[config.mk]
export PLATFORM = sky130hd
export DESIGN_NAME = neuron_seq_ctrl
export DESIGN_NICKNAME = d
export VERILOG_FILES = /design/src/rtl/neuron_seq_ctrl.sv
export SDC_FILE = /design/constraint.sdc
export NUM_CORES = 1
export LEC_CHECK = 0
export ABC_AREA = 1
export CAP_MARGIN = 20
export CORE_UTILIZATION = 47
export DETAILED_ROUTE_END_ITERATION = 8
export DONT_BUFFER_PORTS = 1
export PLACE_DENSITY = 0.64
export SLEW_MARGIN = 20
export SYNTH_ARGS = -nofsm -noshare
export SYNTH_HDL_FRONTEND = slang
export SYNTH_SLANG_ARGS = --single-unit
export TNS_END_PERCENT = 20
[constraint.sdc]
create_clock -name clk -period 1.7 [get_ports clk]
set_input_delay 0.085 -clock clk [delete_from_list [all_inputs] [get_ports clk]]
set_output_delay 0.085 -clock clk [all_outputs]
set_load 0.01 [all_outputs]
[src/rtl/neuron_seq_ctrl.sv]
// rtl/neuron_seq_ctrl.sv - per-layer MAC sequencer: clear, stream, drain, activate, write per neuron
// Optional stall input enabled by defining NEURON_SEQ_STALL_EN.
module neuron_seq_ctrl #(
    parameter int N_INPUTS  = 8,
    parameter int IDX_W     = 3,
    parameter int N_NEURONS = 2,
    parameter int NEU_W     = 1,
    parameter int MUL_LAT   = 1
) (
    input  logic             clk,
    input  logic             rst,
`ifdef NEURON_SEQ_STALL_EN
    input  logic             stall,
`endif
    input  logic             start,
    output logic             busy,
    output logic             done,
    output logic [IDX_W-1:0] in_idx,
    output logic [NEU_W-1:0] neu_idx,
    output logic             ld_en,
    output logic             acc_clr,
    output logic             acc_en,
    output logic             act_en,
    output logic             out_en
);

    typedef enum logic [2:0] {
        S_IDLE,
        S_CLR,
        S_STREAM,
        S_DRAIN,
        S_ACT,
        S_WRITE,
        S_DONE
    } state_t;

    localparam logic [IDX_W-1:0] LAST_IN  = IDX_W'(N_INPUTS - 1);
    localparam logic [NEU_W-1:0] LAST_NEU = NEU_W'(N_NEURONS - 1);
    localparam logic [1:0]       LAST_DR  = 2'(MUL_LAT);

    state_t             state;
    logic [MUL_LAT:0]   vp;
    logic [1:0]         dcnt;
    logic               hold;

`ifdef NEURON_SEQ_STALL_EN
    assign hold = stall;
`else
    assign hold = 1'b0;
`endif

    // A stall freezes every register, so the whole schedule simply shifts later.
    always_ff @(posedge clk) begin
        if (rst) begin
            state   <= S_IDLE;
            vp      <= '0;
            in_idx  <= '0;
            neu_idx <= '0;
            dcnt    <= '0;
        end else if (!hold) begin
            vp[0] <= (state == S_STREAM);
            for (int i = 1; i <= MUL_LAT; i++) begin
                vp[i] <= vp[i-1];
            end
            case (state)
                S_IDLE: begin
                    if (start) begin
                        state   <= S_CLR;
                        neu_idx <= '0;
                        in_idx  <= '0;
                    end
                end
                S_CLR: begin
                    in_idx <= '0;
                    state  <= S_STREAM;
                end
                S_STREAM: begin
                    if (in_idx == LAST_IN) begin
                        state <= S_DRAIN;
                        dcnt  <= '0;
                    end else begin
                        in_idx <= in_idx + IDX_W'(1);
                    end
                end
                S_DRAIN: begin
                    // Last product reaches the accumulator in the final drain cycle.
                    if (dcnt == LAST_DR) begin
                        state <= S_ACT;
                    end else begin
                        dcnt <= dcnt + 2'd1;
                    end
                end
                S_ACT: begin
                    state <= S_WRITE;
                end
                S_WRITE: begin
                    if (neu_idx == LAST_NEU) begin
                        state <= S_DONE;
                    end else begin
                        neu_idx <= neu_idx + NEU_W'(1);
                        in_idx  <= '0;
                        state   <= S_CLR;
                    end
                end
                S_DONE: begin
                    state <= S_IDLE;
                end
                default: begin
                    state <= S_IDLE;
                end
            endcase
        end
    end

    assign busy    = (state != S_IDLE);
    assign ld_en   = (state == S_STREAM) && !hold;
    assign acc_clr = (state == S_CLR)    && !hold;
    assign act_en  = (state == S_ACT)    && !hold;
    assign out_en  = (state == S_WRITE)  && !hold;
    assign done    = (state == S_DONE)   && !hold;
    assign acc_en  = vp[MUL_LAT]         && !hold;

endmodule
==> flow_results.org, run 1 <==
** Clock network
- Clock insertion delay at the later pin of the skew report :: 0.27 ns
- Clock-pin slew reported for the worst setup and hold paths after clock tree synthesis :: 0.08 ns
- CTS tree :: done
- The number of gates resized after CTS was 0.
- Num CTS Buffers :: 3
- No sink is reached through more buffers than the 2 on the longest clock path.
- After clock tree synthesis, the setup repair step added 0 buffers.
- In this run the number of H-tree levels came out at 1.
- Clock sink total :: 11
- The tree is rooted in a clkbuf_4.

** Floorplanning
- Die area :: 1640 um^2
- Total core area :: 1330 um^2
- For this configuration, the core starts out at a cell density of 0.523.
- Measured along the y axis, the die boundary spans 40.5 um.
- Std-Cell Rows :: 13
- From left edge to right edge, the die measures 40.5 um.
- 14 I/O pins were placed.

** Flow run
- Number of max-cap violations :: 0

** Route
- Overall routed net length :: 1300 um
- The detailed router finished its first iteration with 14 violations.
- For this run, design rule violations remaining after detail routing come to 0.
- Vias/cell :: 5.03
- Post-route antenna net violation count :: 0
- Detailed-route wire length per cell :: 10.8 um
- For this block, the via count after detailed routing is 604.
- First drt pass iteration count :: 4

** Logic synthesis
- Synthesis inferred 11 register bits.
- Yosys printed 0 warnings.
- Post-synth net total :: 108
- Post-Synthesis Mean Instance Area :: 6.83 um^2
- Number of different library cells in the post-synthesis netlist :: 19
- Mapped Cells :: 102
- Sequential-to-total area share from yosys stat :: 0.316
- Area of the mapped netlist :: 697 um^2

** Timing
- Of the available clock period, the critical path in the final layout requires 0.830.
- Total count of max-transition violations in the final report :: 0
- Setup repair after global routing left no endpoint under its margin.
- Hold Vio Cnt, Final :: 0
- Fmax :: 709 MHz
- Final setup fails :: 0
- At the pin with the least slew margin, the transition time is 0.430 ns.
- After routing, the total negative slack on setup checks comes to 0 ns.
- Headroom to the max-slew limit came out at 0.713.
- For the final database, setup skew stands at 0.00311 ns.
- The worst path needs 1.41 ns of the cycle, external delays included.

** Setup path
- In this run the worst path has a maximum fanout of 9.
- The worst setup path is launched from a register.
- The startpoint identified for the worst register-to-register timing path is in_idx[0]$_SDFFE_PP0P_.
- Critical path endpoint category :: output pin
- Type of the worst setup path :: reg2out
- Required @ worst endpoint :: 1.62 ns
- Arrival time reported for the critical path endpoint :: 1.33 ns
- Tracing the worst setup path back leads to its startpoint at state[0]$_SDFFE_PP0P_.

** GRT
- Global route overflow :: 0
- The first global-routing pass estimated 2040 um of wire.
- Antenna violations before repair :: 0
- Global router's overall resource usage :: 0.196
- The number of global-route vias before repair came to 496.
- Entering global routing, the biggest net connects 10 pins.

** Final layout
- Of the cells placed in the final design, the portion with a size suffix greater than 1 is 0.143.
- Layout Cell Area excl Fill :: 726 um^2
- Post-layout nets :: 112
- Layout Area Growth over Synthesis :: 4.13%
- Number of diodes added for antenna fixing :: 0

** Hold path
- In this run the worst hold path is classified as in2reg.
- The worst hold path begins at rst.

** Outcome
- The run finished with clean final reports.

** Placement
- Detailed placement finished with a half-perimeter wire length of 999 um.
- Count of input and output buffers :: 0
- Once placement finished, the instance area stood at 689 um^2.
- The congestion estimate from routability-driven global placement came to 0.712.

** Power and ir drop
- In this run the power density over the cells is 1820 nW/um^2.
- The worst-case IR drop observed on VDD is 0.825 mV.
- Leak pwr :: 0.396 nW
## synthesized netlist by cell type (all sizes together)
cell type	count	area share
a21boi	1	0.011
nand3	10	0.10
nor3	1	0.0072
ha	3	0.054
inv	20	0.11
or2	1	0.0090
o21ai	1	0.0072
a21oi	3	0.022
nand4	4	0.036
nand2	26	0.16
nor2	18	0.12
buf	3	0.048
dfxtp	11	0.32
## flip-flops by register name, indices dropped and copies added (netlist names)
signal,count
in_idx,3
vp,2
dcnt,2
neu_idx,1
state,3
## critical path: stages (launching register included)
cell and delay (ns):
dfxtp_1 0.58, nand2_1 0.18, inv_1 0.11, nand2_1 0.07, inv_1 0.11
## layout make-up
cell class | count | area [um^2]
Tap cell | 15 | 18.8
Clock buffer | 4 | 26.3
Multi-Input combinational cell | 68 | 368
Inverter | 20 | 75.1
Sequential cell | 11 | 220
Timing Repair Buffer | 2 | 17.5
Fill cell | 139 | 608
## path summary, 6_finish.rpt
path	to	slack, ns	cells past startpoint
setup reg to reg	in_idx[0]$_SDFFE_PP0P_	0.34	8
setup / recovery	out_en	0.29	4
hold / removal	state[0]$_SDFFE_PP0P_	0.06	3
hold reg to reg	vp[1]$_SDFF_PP0_	0.41	2
## cells in the final DEF, fill, tap and decap left out
cell type,instances
clkbuf_4,3
or2_0,1
inv_2,2
nand2_1,23
buf_4,1
inv_1,18
nand2_2,2
nor3_1,1
nand4_1,4
o21ai_0,1
nand2_4,1
dlygate4sd3_1,1
a21boi_0,1
clkbuf_1,1
nand3_1,6
nor2_8,1
dfxtp_1,11
nor2_2,1
nand3_2,4
a21oi_1,3
ha_1,3
nor2_1,16
## metal layers
layer	global-route usage	wire length, um	up-vias
met2	0.306	581	15
met4	0.100	31	0
met5	0	0	-
li1	-	-	320
met1	0.231	605	265
met3	0.0722	82	4
## cell families (layout without fill, tap and decap cells)
group / after synthesis / in the layout / share of synthesized area
and+or+nand+nor: 60 / 60 / 0.434
buffers and inverters: 23 / 26 / 0.156
DFF: 11 / 11 / 0.316
AOI/OAI and AO/OA: 5 / 5 / 0.0395
adders and majority gates: 3 / 3 / 0.0539
## report_power, final
| group | internal (W) | leakage (nW) | total (W) | switching (W) |
|---|---|---|---|---|
| registers | 0.000348 | 0.0901 | 0.000475 | 0.000127 |
| clock network | 0.0000910 | 0.0150 | 0.000187 | 0.0000959 |
| logic | 0.000242 | 0.291 | 0.000657 | 0.000415 |
| total | 0.000681 | 0.396 | 0.00132 | 0.000638 |
## repair_timing
| action | in CTS | in global routing |
|---|---|---|
| setup endpoints to repair | 0 | 0 |
| hold buffers | 1 | 0 |
| endpoints found under the hold margin | 5 | 0 |
## through the flow
stage                     utilization  std cells  setup slack, ns  power (W)  hold WS [ns]
after floorplan                     -        102            0.454    0.00106         0.154
after global placement          0.517        115            0.373    0.00113         0.156
after detailed placement        0.517        115            0.343    0.00114         0.159
after CTS                       0.544        120            0.290    0.00133        0.0574
after global routing            0.544        120            0.196    0.00145        0.0603
final                           0.544        120            0.289    0.00132        0.0559
No activity file was read; power rests on OpenSTA's default activity.
==> run 2, diff against run 1 <==
PLACE_DENSITY = 0.66   (was 0.64)
clock period = 1.15 ns   (was 1.7 ns; I/O delays follow)
==> run 2 against run 1 <==
Effect of this change: the run now ends with setup timing left; final area rose by 34%; routed wire length up 24%; sequential share of layout area is 6.2 points lower; cell count grew 16%; hold slack worse by 0.027 ns; critical endpoint is now in_idx[2]$_SDFFE_PP0P_; highest routed layer unchanged.
==> flow_results.org, run 2 (synthesis results as in run 1) <==
** GRT
- The global-route wire length before repair was 2560 um (+25%).
- Global route overflow :: 0 (unchanged)
- The pin count of the biggest net entering global routing came to 8 (-2).
- The overall routing resource usage was 0.244 (+0.0486).
- The number of global-route vias before repair is 622 (+25%).
- Antenna violations before repair :: 0 (unchanged)

** Setup path
- STA classifies the critical path endpoint as a register.
- CP Max Fanout :: 4 (-5)
- Critical path's slowest cell :: dfxtp_4
- The register-to-register setup slack was -0.08 ns (-0.42 ns).
- FF-to-FF End :: in_idx[2]$_SDFFE_PP0P_
- Total buffers and inverters traversed by the critical path :: 1 (-1)
- The signal on the critical path passes through ha_4 -> ha_4 -> nand2_2 -> nand2_2 -> nand2_4 -> nand3_4 -> nand2_1 -> inv_1 -> nor2_1.
- Number of cells on the worst reg-to-reg path :: 9 (+1)
- In this run the critical register-to-register path is launched from in_idx[0]$_SDFFE_PP0P_.
- The critical path is of the reg2reg type.
- The delay contributed by the slowest stage of the critical path is 0.35 ns (-0.23 ns).
- Arrival time reported for the critical path endpoint :: 1.44 ns (+0.11 ns)
- Required @ worst endpoint :: 1.37 ns (-0.25 ns)
- Startpoint type of the worst setup path :: register
- Among cell families on the critical path, the largest total delay comes from simple AND/OR/NAND/NOR gates.

** Timing
- The transition time at the pin with the least slew margin was 0.261 ns (-0.169 ns).
- The number of setup violations in the final report came to 9 (+9).
- Subtracting the final worst setup slack from the clock period gives 1.23 ns.
- The final clock skew came to 0.000609 ns (-0.00250 ns).
- Based on the critical path, the design can be clocked at up to 815 MHz.
- Relative slew slack :: 0.826 (+0.113)
- Of the available clock period, the critical path in the final layout requires 1.07.
- Unrepaired setup endpoints after global routing :: true
- The final number of hold-violating endpoints was 0 (unchanged).
- Total count of max-transition violations in the final report :: 0 (unchanged)
- Hold slack final :: 0.0294 ns (-0.0265 ns)
- Post-route setup slack :: -0.0763 ns (-0.366 ns)

** Final layout
- Post-layout nets :: 131 (+17%)
- Most frequent standard cell in the layout excluding fill and tap cells :: nand2_1
- Share of final-layout standard cells stronger than drive strength 1 :: 0.411 (+0.268)
- The largest registers in the layout are in_idx: 3 flops, state: 3 flops.
- Layout Area Growth over Synthesis :: 39.3%
- Layout Cell Area excl Fill :: 971 um^2 (+34%)
- Leading cell types in the layout, fill and taps excluded :: nand2_1 (20), buf_4 (18), inv_1 (15), nor2_1 (14), dfxtp_1 (6)
- Number of diodes added for antenna fixing :: 0 (unchanged)
- Number of fill cells :: 106 (-24%)

** Hold path
- The worst hold path belongs to the class in2reg.
- The number of cells traversed by the worst hold path was 3 (unchanged).
- Source of the worst hold timing path :: rst
- Worst Hold Endpoint :: in_idx[0]$_SDFFE_PP0P_

** Route
- The routed wire length came to 1620 um (+24%).
- Post-route antenna net violation count :: 0 (unchanged)
- The via density per instance came to 4.94 (-1.8%).
- DR DRC count :: 0 (unchanged)
- Total number of vias :: 687 (+14%)
- The number of DRC violations after detailed-routing iteration 0 was 7 (-7).
- First drt pass iteration count :: 3 (-1)
- Detailed-route wire length per cell :: 11.6 um (+7.2%)

** Power and ir drop
- The worst supply voltage drop on vdd came to 1.51 mV (+83%).
- The leakage dissipation is 0.498 nW (+26%).
- The total power is 0.00257 W (+95%).
- The ratio of total power to cell area was 2650 nW/um^2 (+46%).

** Clock network
- Clock-pin slew reported for the worst setup and hold paths after clock tree synthesis :: 0.07 ns (about the same)
- CTS tree :: done
- The CTS buffer count came to 3 (unchanged).
- The total number of clock tree sinks came to 11 (unchanged).
- The depth of the CTS H-tree was 1 (unchanged).
- Clock Path Buffers :: 2 (unchanged)
- Clock insertion delay at the later pin of the skew report :: 0.27 ns (about the same)
- CTS root buffer :: clkbuf_4

** Floorplanning
- The total core area came to 1330 um^2 (unchanged).
- Die height :: 40.5 um (unchanged)
- Std-Cell Rows :: 13 (unchanged)
- The initial cell density of the core came to 0.523 (unchanged).
- Number of top-level pins :: 14 (unchanged)
- Die area :: 1640 um^2 (unchanged)
- The horizontal extent of the die came to 40.5 um (unchanged).

** Placement
- Final weighted congestion in routability-driven placement :: 0.792 (+11%)
- Count of input and output buffers :: 0 (unchanged)
- Setup Slack @ Placement :: -0.0875 ns (-0.431 ns)
- The post-detailed-placement half-perimeter wirelength is 1130 um (+13%).
- The placement-stage cell area was 837 um^2 (+21%).

** Outcome
- Result of the run :: finished with violations
- Violations in the final reports :: setup timing

** Flow run
- The number of max-capacitance violations reported came to 0 (unchanged).
==> run 2: power by group <==
part | switching [W] | internal, W
logic | 0.000874 | 0.000741
clock network | 0.000140 | 0.000135
registers | 0.000143 | 0.000539
total | 0.00116 | 0.00141
==> run 2: cell type report <==
| class | count | area (um^2) | area share |
|---|---|---|---|
| Clock buffer | 4 | 26.3 | 0.0271 |
| Inverter | 20 | 77.6 | 0.0799 |
| Multi-Input combinational cell | 68 | 438 | 0.451 |
| Sequential cell | 11 | 234 | 0.241 |
| Tap cell | 15 | 18.8 | 0.0193 |
| Timing Repair Buffer | 21 | 176 | 0.182 |
==> run 2: stage by stage <==
| stage | setup TNS (ns) | util | std cells |
|---|---|---|---|
| 6_report | -0.399 | 0.728 | 139 |
| 5_1_grt | -1.07 | 0.728 | 139 |
| 4_1_cts | -0.365 | 0.711 | 139 |
| 3_5_place_dp | -0.427 | 0.628 | 128 |
| 3_3_place_gp | -0.234 | 0.628 | 128 |
| 2_1_floorplan | -0.0103 | - | 102 |
==> run 2: layer usage <==
metal	vias up	wire length (um)	GRT usage
met5	-	0	0
met4	0	49	0.175
met3	5	40	0.0500
met2	12	747	0.377
met1	308	777	0.297
li1	362	-	-
==> run 2: worst reg2reg max path, delay by kind of cell, from the launching register on <==
family | cells | cell delay, ns
flip-flops | 1 | 0.35
buffers and inverters | 1 | 0.05
adder cells (fa/ha/maj) | 2 | 0.31
AND/OR/NAND/NOR | 6 | 0.45
==> run 2: what timing repair did <==
action,4_1_cts,5_1_grt
cloned,0,0
hold endpoints to repair,5,0
gates resized for setup,11,8
buffers inserted,6,0
setup endpoints to repair,13,14
hold buffers,1,0
pin swaps,6,2
==> run 2: worst max path at each step <==
stage	endpoint	cells past startpoint	slack (ns)	start
after floorplan	in_idx[0]$_SDFFE_PP0P_	8	-0.01	in_idx[0]$_SDFFE_PP0P_
after global placement	in_idx[0]$_SDFFE_PP0P_	8	-0.05	in_idx[0]$_SDFFE_PP0P_
after detailed placement	in_idx[2]$_SDFFE_PP0P_	5	-0.09	state[0]$_SDFFE_PP0P_
after CTS	ld_en	5	-0.05	state[2]$_SDFFE_PP0P_
after global routing	in_idx[0]$_SDFFE_PP0P_	9	-0.13	in_idx[0]$_SDFFE_PP0P_
final	in_idx[2]$_SDFFE_PP0P_	9	-0.08	in_idx[0]$_SDFFE_PP0P_
